--- src/rtl/vga_timing.sv ---
// -----------------------------------------------------------------------------
// vga_timing
//
// Free-running raster timing generator for the VDP. It drives the tile
// renderer's raster inputs once per pixel clock: the pixel position, the sync
// pulses, the visible-area flag and a border flag. The border flag marks
// visible pixels outside the WIN_COLS x WIN_ROWS pattern window, which is
// anchored at column 0 / row 0 of the visible area.
//
// The defaults give standard 640x480@60 timing (800 x 525 totals).
// H_TOTAL and V_TOTAL must both be <= 1024 because the counters are 10 bits.
//
// Optional feature (compile-time macro VGA_TIMING_VBLANK_IRQ_EN):
//   Adds a vertical-blank interrupt. The IRQ is set when the raster reaches
//   the first pixel of the first blank line (h==0, v==V_ACTIVE). It is held
//   until vblank_ack is sampled high. Set wins over a simultaneous ack.
//   Without the macro, neither IRQ port nor the IRQ flop exists.
//
// Ports:
//   pxclk        in   pixel clock
//   reset_n      in   asynchronous active-low reset
//   col_out      out  [9:0] horizontal position, 0..H_TOTAL-1
//   row_out      out  [9:0] vertical position, 0..V_TOTAL-1
//   hsync_out    out  horizontal sync, active low
//   vsync_out    out  vertical sync, active low
//   active_out   out  visible pixel
//   border_out   out  visible pixel outside the pattern window
//   line_start   out  one-cycle pulse when col_out==0
//   frame_start  out  one-cycle pulse when col_out==0 and row_out==0
//   vblank_irq   out  vertical-blank interrupt (macro builds only)
//   vblank_ack   in   interrupt acknowledge (macro builds only)
//
// Every output is a flop fed from the current counter values, so the outputs
// show the counter state of the previous cycle. Position and flags for one
// counter state always appear on the same edge.
// -----------------------------------------------------------------------------
module vga_timing #(
    parameter int H_ACTIVE = 640,
    parameter int H_FP     = 16,
    parameter int H_SYNC   = 96,
    parameter int H_BP     = 48,
    parameter int V_ACTIVE = 480,
    parameter int V_FP     = 10,
    parameter int V_SYNC   = 2,
    parameter int V_BP     = 33,
    parameter int WIN_COLS = 512,
    parameter int WIN_ROWS = 384
) (
    input  logic       pxclk,
    input  logic       reset_n,
    output logic [9:0] col_out,
    output logic [9:0] row_out,
    output logic       hsync_out,
    output logic       vsync_out,
    output logic       active_out,
    output logic       border_out,
    output logic       line_start,
    output logic       frame_start
`ifdef VGA_TIMING_VBLANK_IRQ_EN
    ,
    output logic       vblank_irq,
    input  logic       vblank_ack
`endif
);

    localparam int H_TOTAL = H_ACTIVE + H_FP + H_SYNC + H_BP;
    localparam int V_TOTAL = V_ACTIVE + V_FP + V_SYNC + V_BP;

    // 10-bit decode constants.
    localparam logic [9:0] H_LAST     = 10'(H_TOTAL - 1);
    localparam logic [9:0] V_LAST     = 10'(V_TOTAL - 1);
    localparam logic [9:0] H_ACT_END  = 10'(H_ACTIVE);
    localparam logic [9:0] V_ACT_END  = 10'(V_ACTIVE);
    localparam logic [9:0] H_SYNC_BEG = 10'(H_ACTIVE + H_FP);
    localparam logic [9:0] H_SYNC_END = 10'(H_ACTIVE + H_FP + H_SYNC);
    localparam logic [9:0] V_SYNC_BEG = 10'(V_ACTIVE + V_FP);
    localparam logic [9:0] V_SYNC_END = 10'(V_ACTIVE + V_FP + V_SYNC);
    localparam logic [9:0] WIN_C      = 10'(WIN_COLS);
    localparam logic [9:0] WIN_R      = 10'(WIN_ROWS);

    // Raster counters.
    logic [9:0] h_cnt_q, h_cnt_d;
    logic [9:0] v_cnt_q, v_cnt_d;

    // Registered outputs.
    logic [9:0] col_q, col_d;
    logic [9:0] row_q, row_d;
    logic       hsync_q, hsync_d;
    logic       vsync_q, vsync_d;
    logic       active_q, active_d;
    logic       border_q, border_d;
    logic       line_start_q, line_start_d;
    logic       frame_start_q, frame_start_d;

    logic       h_last;
    logic       v_last;

    always_comb begin
        h_last = (h_cnt_q == H_LAST);
        v_last = (v_cnt_q == V_LAST);

        // Horizontal counter wraps every H_TOTAL cycles; vertical counter
        // steps only on the horizontal wrap.
        h_cnt_d = h_last ? 10'd0 : h_cnt_q + 10'd1;
        v_cnt_d = v_cnt_q;
        if (h_last) begin
            v_cnt_d = v_last ? 10'd0 : v_cnt_q + 10'd1;
        end

        // Decode of the current counter state; registered below so all
        // outputs for one raster position leave together.
        col_d         = h_cnt_q;
        row_d         = v_cnt_q;
        active_d      = (h_cnt_q < H_ACT_END) && (v_cnt_q < V_ACT_END);
        border_d      = active_d && ((h_cnt_q >= WIN_C) || (v_cnt_q >= WIN_R));
        hsync_d       = !((h_cnt_q >= H_SYNC_BEG) && (h_cnt_q < H_SYNC_END));
        // v_cnt only changes at h==0, so vsync edges line up with line starts.
        vsync_d       = !((v_cnt_q >= V_SYNC_BEG) && (v_cnt_q < V_SYNC_END));
        line_start_d  = (h_cnt_q == 10'd0);
        frame_start_d = (h_cnt_q == 10'd0) && (v_cnt_q == 10'd0);
    end

    always_ff @(posedge pxclk or negedge reset_n) begin
        if (!reset_n) begin
            h_cnt_q       <= 10'd0;
            v_cnt_q       <= 10'd0;
            col_q         <= 10'd0;
            row_q         <= 10'd0;
            hsync_q       <= 1'b1;
            vsync_q       <= 1'b1;
            active_q      <= 1'b0;
            border_q      <= 1'b0;
            line_start_q  <= 1'b0;
            frame_start_q <= 1'b0;
        end else begin
            h_cnt_q       <= h_cnt_d;
            v_cnt_q       <= v_cnt_d;
            col_q         <= col_d;
            row_q         <= row_d;
            hsync_q       <= hsync_d;
            vsync_q       <= vsync_d;
            active_q      <= active_d;
            border_q      <= border_d;
            line_start_q  <= line_start_d;
            frame_start_q <= frame_start_d;
        end
    end

    assign col_out     = col_q;
    assign row_out     = row_q;
    assign hsync_out   = hsync_q;
    assign vsync_out   = vsync_q;
    assign active_out  = active_q;
    assign border_out  = border_q;
    assign line_start  = line_start_q;
    assign frame_start = frame_start_q;

`ifdef VGA_TIMING_VBLANK_IRQ_EN
    logic irq_q, irq_d;

    // Set is decoded from the counters, so the IRQ rises on the same edge
    // that row_out becomes V_ACTIVE with col_out 0. Set has priority over ack.
    always_comb begin
        irq_d = irq_q;
        if ((h_cnt_q == 10'd0) && (v_cnt_q == V_ACT_END)) begin
            irq_d = 1'b1;
        end else if (vblank_ack) begin
            irq_d = 1'b0;
        end
    end

    always_ff @(posedge pxclk or negedge reset_n) begin
        if (!reset_n) begin
            irq_q <= 1'b0;
        end else begin
            irq_q <= irq_d;
        end
    end

    assign vblank_irq = irq_q;
`endif

endmodule

--- config.mk ---
export PLATFORM = sky130hd
export DESIGN_NAME = vga_timing
export DESIGN_NICKNAME = d
export VERILOG_FILES = /design/src/rtl/vga_timing.sv
export SDC_FILE = /design/constraint.sdc
export NUM_CORES = 1
export LEC_CHECK = 0
export ABC_AREA = 0
export CORE_ASPECT_RATIO = 0.5
export CORE_MARGIN = 8
export CORE_UTILIZATION = 25
export DETAILED_ROUTE_END_ITERATION = 7
export RECOVER_POWER = 25
export SYNTH_ARGS = -nofsm -noshare
export SYNTH_HDL_FRONTEND = slang
export SYNTH_SLANG_ARGS = --single-unit
--- constraint.sdc ---
create_clock -name pxclk -period 4.75 [get_ports pxclk]
set_input_delay 0.95 -clock pxclk [delete_from_list [all_inputs] [get_ports pxclk]]
set_output_delay 0.95 -clock pxclk [all_outputs]
set_load 0.005 [all_outputs]
==> Flow_metrics.wiki <==
{| class="wikitable"
! Metric !! Value
|-
| Result of the run || finished with violations
|-
| Failing checks || max-capacitance violations, max-slew violations
|-
| Net Count, Synth || 149
|-
| Register area || 0.00115 mm²
|-
| Post-detailed-route count of antenna-violating nets || 0
|-
| Upper clock frequency limit || 358 MHz
|-
| Final Hold Violating Endpoints || 0
|-
| Worst ir drop on vdd || 124 µV
|-
| Floorplan die width || 136 µm
|-
| Post-route worst hold slack || 0.464 ns
|-
| Via density || 4.32
|-
| Antenna violations before repair || 0
|-
| Largest cells by area after synthesis || sky130_fd_sc_hd__dfrtp_1 (61%), sky130_fd_sc_hd__dfstp_2 (2.9%), sky130_fd_sc_hd__xor2_1 (2.9%)
|-
| Startpoint kind of the worst setup timing path || primary input
|-
| CTS tree || built
|-
| Grt met1 use || 12.6%
|-
| Hold-fix buffer count after cts || 0
|-
| Total wirelength of the detailed-routed design || 3860 µm
|-
| DIE AREA || 0.0104 mm²
|-
| Gate count of the mapped netlist || 143
|-
| Remaining DRCs || 0
|-
| Standard-cell rows || 22
|-
| Global-route wire length before repair || 6560 µm
|-
| Critical-path top delay cell || sky130_fd_sc_hd__clkbuf_1
|-
| CTS max path bufs || 2
|-
| Number of enable flip-flop cells after synthesis || 0
|-
| Type of the tightest min-delay check || flip-flop to flip-flop
|-
| Cell Area, Synth || 0.00180 mm²
|-
| Clock Sinks || 46
|-
| Pin count of the biggest net entering global routing || 47
|-
| Count of buffers inserted at the top-level ports || 27
|-
| Critical Path, Cell by Cell || clkbuf_1
|-
| Total leakage power || 1.05 nW
|-
| Worst relative slew slack || -61.5%
|-
| Number of synthesized register bits || 46
|-
| Post-route minimum period || 2.79 ns
|-
| Overall power || 0.743 mW
|-
| Critical Path AT || 2.67 ns
|-
| Worst Max-Slew Pin Slew || 2.42 ns
|-
| Final design instance area without fill || 0.00232 mm²
|-
| Unrepaired setup endpoints after global routing || false
|-
| GRT Total Usage || 8.06%
|-
| Most frequent cell after synthesis || sky130_fd_sc_hd__dfrtp_1
|-
| Sequential element share of the synthesized area || 63.9%
|-
| Post-Route Skew || 0.00386 ns
|-
| Syn_area_per_cell || 12.6 µm²
|-
| Die outline height || 76.1 µm
|-
| Core outline area || 0.00716 mm²
|-
| PwrDens || 320 mW/mm²
|-
| Clock-pin slew of the registers on the worst-case setup and hold paths || 0.06 ns
|-
| Clock tree root driver cell || sky130_fd_sc_hd__clkbuf_16
|-
| Worst stage delay on the critical path || 1.69 ns
|-
| Num ports || 28
|-
| Post-CTS setup buffer count || 0
|-
| Signed area change from the synthesized netlist to the final layout || 28.4%
|-
| Detailed-routing iteration count for the pre-antenna-repair pass || 4
|-
| Worst-skew pair later-pin latency || 0.28 ns
|-
| Async set-reset flop share out of synthesis || 100%
|-
| Number of diodes || 0
|-
| Number of H-tree branching levels || 2
|-
| Family with the most delay on the worst path || buffers and inverters
|-
| Final nets || 179
|-
| Final global-route overflow total || 0
|-
| Number of buffers created by CTS || 5
|-
| Kind of capture point of the worst setup path || async pin
|-
| Met2 track utilization from global routing || 9.19%
|-
| Peak fanout along the critical path || 46
|-
| Final critical-path share of the clock period || 58.8%
|-
| Number of max-slew violations in the final report || 47
|-
| Grt met3 use || 3.95%
|-
| Required time of the worst setup path || 4.63 ns
|-
| Routed wire length per instance || 14.3 µm
|-
| Area used by multi-input combinational logic || 613 µm²
|-
| Routability congestion estimate from global placement || 0.750
|-
| Number of inserted filler cells in the final layout || 722
|-
| Cell area after placement || 0.00217 mm²
|-
| Count of endpoints failing setup in the final report || 0
|-
| List of most frequent post-synthesis cells || sky130_fd_sc_hd__dfrtp_1 (44), sky130_fd_sc_hd__nor2_1 (10), sky130_fd_sc_hd__nand2_1 (7), sky130_fd_sc_hd__nand4_1 (7)
|-
| Vias post-DR || 1,166
|-
| Reg-to-reg slack, setup || 2.64 ns
|-
| Largest area contributor in the synthesized netlist || sky130_fd_sc_hd__dfrtp_1
|-
| Fraction of layout instances using a drive strength above 1 || 10.3%
|-
| Netlist cell types || 35
|-
| Top Usage Layer GRT || met1
|-
| Crit path buffers/inverters || 1
|-
| 1st-iter DRT viols || 50
|-
| Starting density of the core || 25.2%
|-
| Commonest register cell after synthesis || sky130_fd_sc_hd__dfrtp_1
|-
| Setup Crit Path Kind || primary input to async pin
|-
| Post-DP HPWL || 2730 µm
|-
| Via count of the first global-routing pass || 1,166
|-
| Post-CTS resize count || 0
|-
| Number of maximum-capacitance violations || 1
|-
| Setup_tns || 0 ns
|-
| Yosys top cell area share || 61.0%
|-
| Yosys warning total || 0
|}
-- worst paths after layout --
check | start | cells past startpoint | to
min in group asynchronous | reset_n | 1 | col_out[1]
min | col_d[1] | 0 | col_out[1]
max in group pxclk | hsync_out | 1 | hsync_out
min reg2reg | col_d[1] | 0 | col_out[1]
max reg2reg | col_d[0] | 5 | row_d[4]
max | reset_n | 1 | row_d[5]
-- area by class of cell --
type	count	share of cell area, %
clock buffer	7	6.16
clock inverter	1	0.216
inverter	5	0.810
multi-input combinational	88	26.5
sequential	46	49.8
tap	96	5.18
timing repair buffer	27	11.4
-- placed cells by master (no fill, tap or decap), types with 3 or more instances in the layout --
cell type and count:
sky130_fd_sc_hd__clkbuf_16 5, sky130_fd_sc_hd__xnor2_1 5, sky130_fd_sc_hd__clkdlybuf4s50_1 26, sky130_fd_sc_hd__nand2_1 7, sky130_fd_sc_hd__a31oi_1 4, sky130_fd_sc_hd__nand3_1 6
sky130_fd_sc_hd__ha_1 4, sky130_fd_sc_hd__nor3_1 4, sky130_fd_sc_hd__inv_1 5, sky130_fd_sc_hd__nand4_1 7, sky130_fd_sc_hd__nor2_1 10, sky130_fd_sc_hd__or4_1 3
sky130_fd_sc_hd__dfrtp_1 44, sky130_fd_sc_hd__o21ai_0 5, sky130_fd_sc_hd__xor2_1 6, sky130_fd_sc_hd__and3_1 5
-- through the flow --
stage | instances | utilization, % | worst slack (ns)
floorplan | 143 | - | 3.03
global placement | 262 | 30.3 | 2.74
detailed placement | 262 | 30.3 | 2.58
CTS | 270 | 32.4 | 2.50
global route | 270 | 32.4 | 1.38
finish | 270 | 32.4 | 1.96
-- state kept, by name, indices dropped and copies added, names as in the netlist --
| signal | cells |
|---|---|
| col_out | 10 |
| row_out | 10 |
| line_start | 1 |
| hsync_out | 1 |
| row_d | 10 |
| border_out | 1 |
| frame_start | 1 |
| active_out | 1 |
| vsync_out | 1 |
| col_d | 10 |
-- report_power, final --
group,total (mW),switching (mW),internal (mW)
registers,0.392,0,0.392
clock network,0.343,0.135,0.208
logic,0.00736,0.00724,0.000121
total,0.743,0.142,0.601
-- cell families after synthesis --
kind of cell / Yosys count / share of synthesized area (%)
fa+ha+maj: 4 / 2.77
mux: 1 / 0.624
xor+xnor: 11 / 5.34
buf+inv: 9 / 2.08
compound gates: 14 / 4.65
simple gates: 58 / 20.6
flops: 46 / 63.9
-- per-layer routing --
layer / vias up / wire (µm)
met5: - / 0
met4: 0 / 11
met3: 2 / 382
met2: 34 / 1370
met1: 566 / 2090
li1: 564 / -
(Power assumes the default switching activity.)
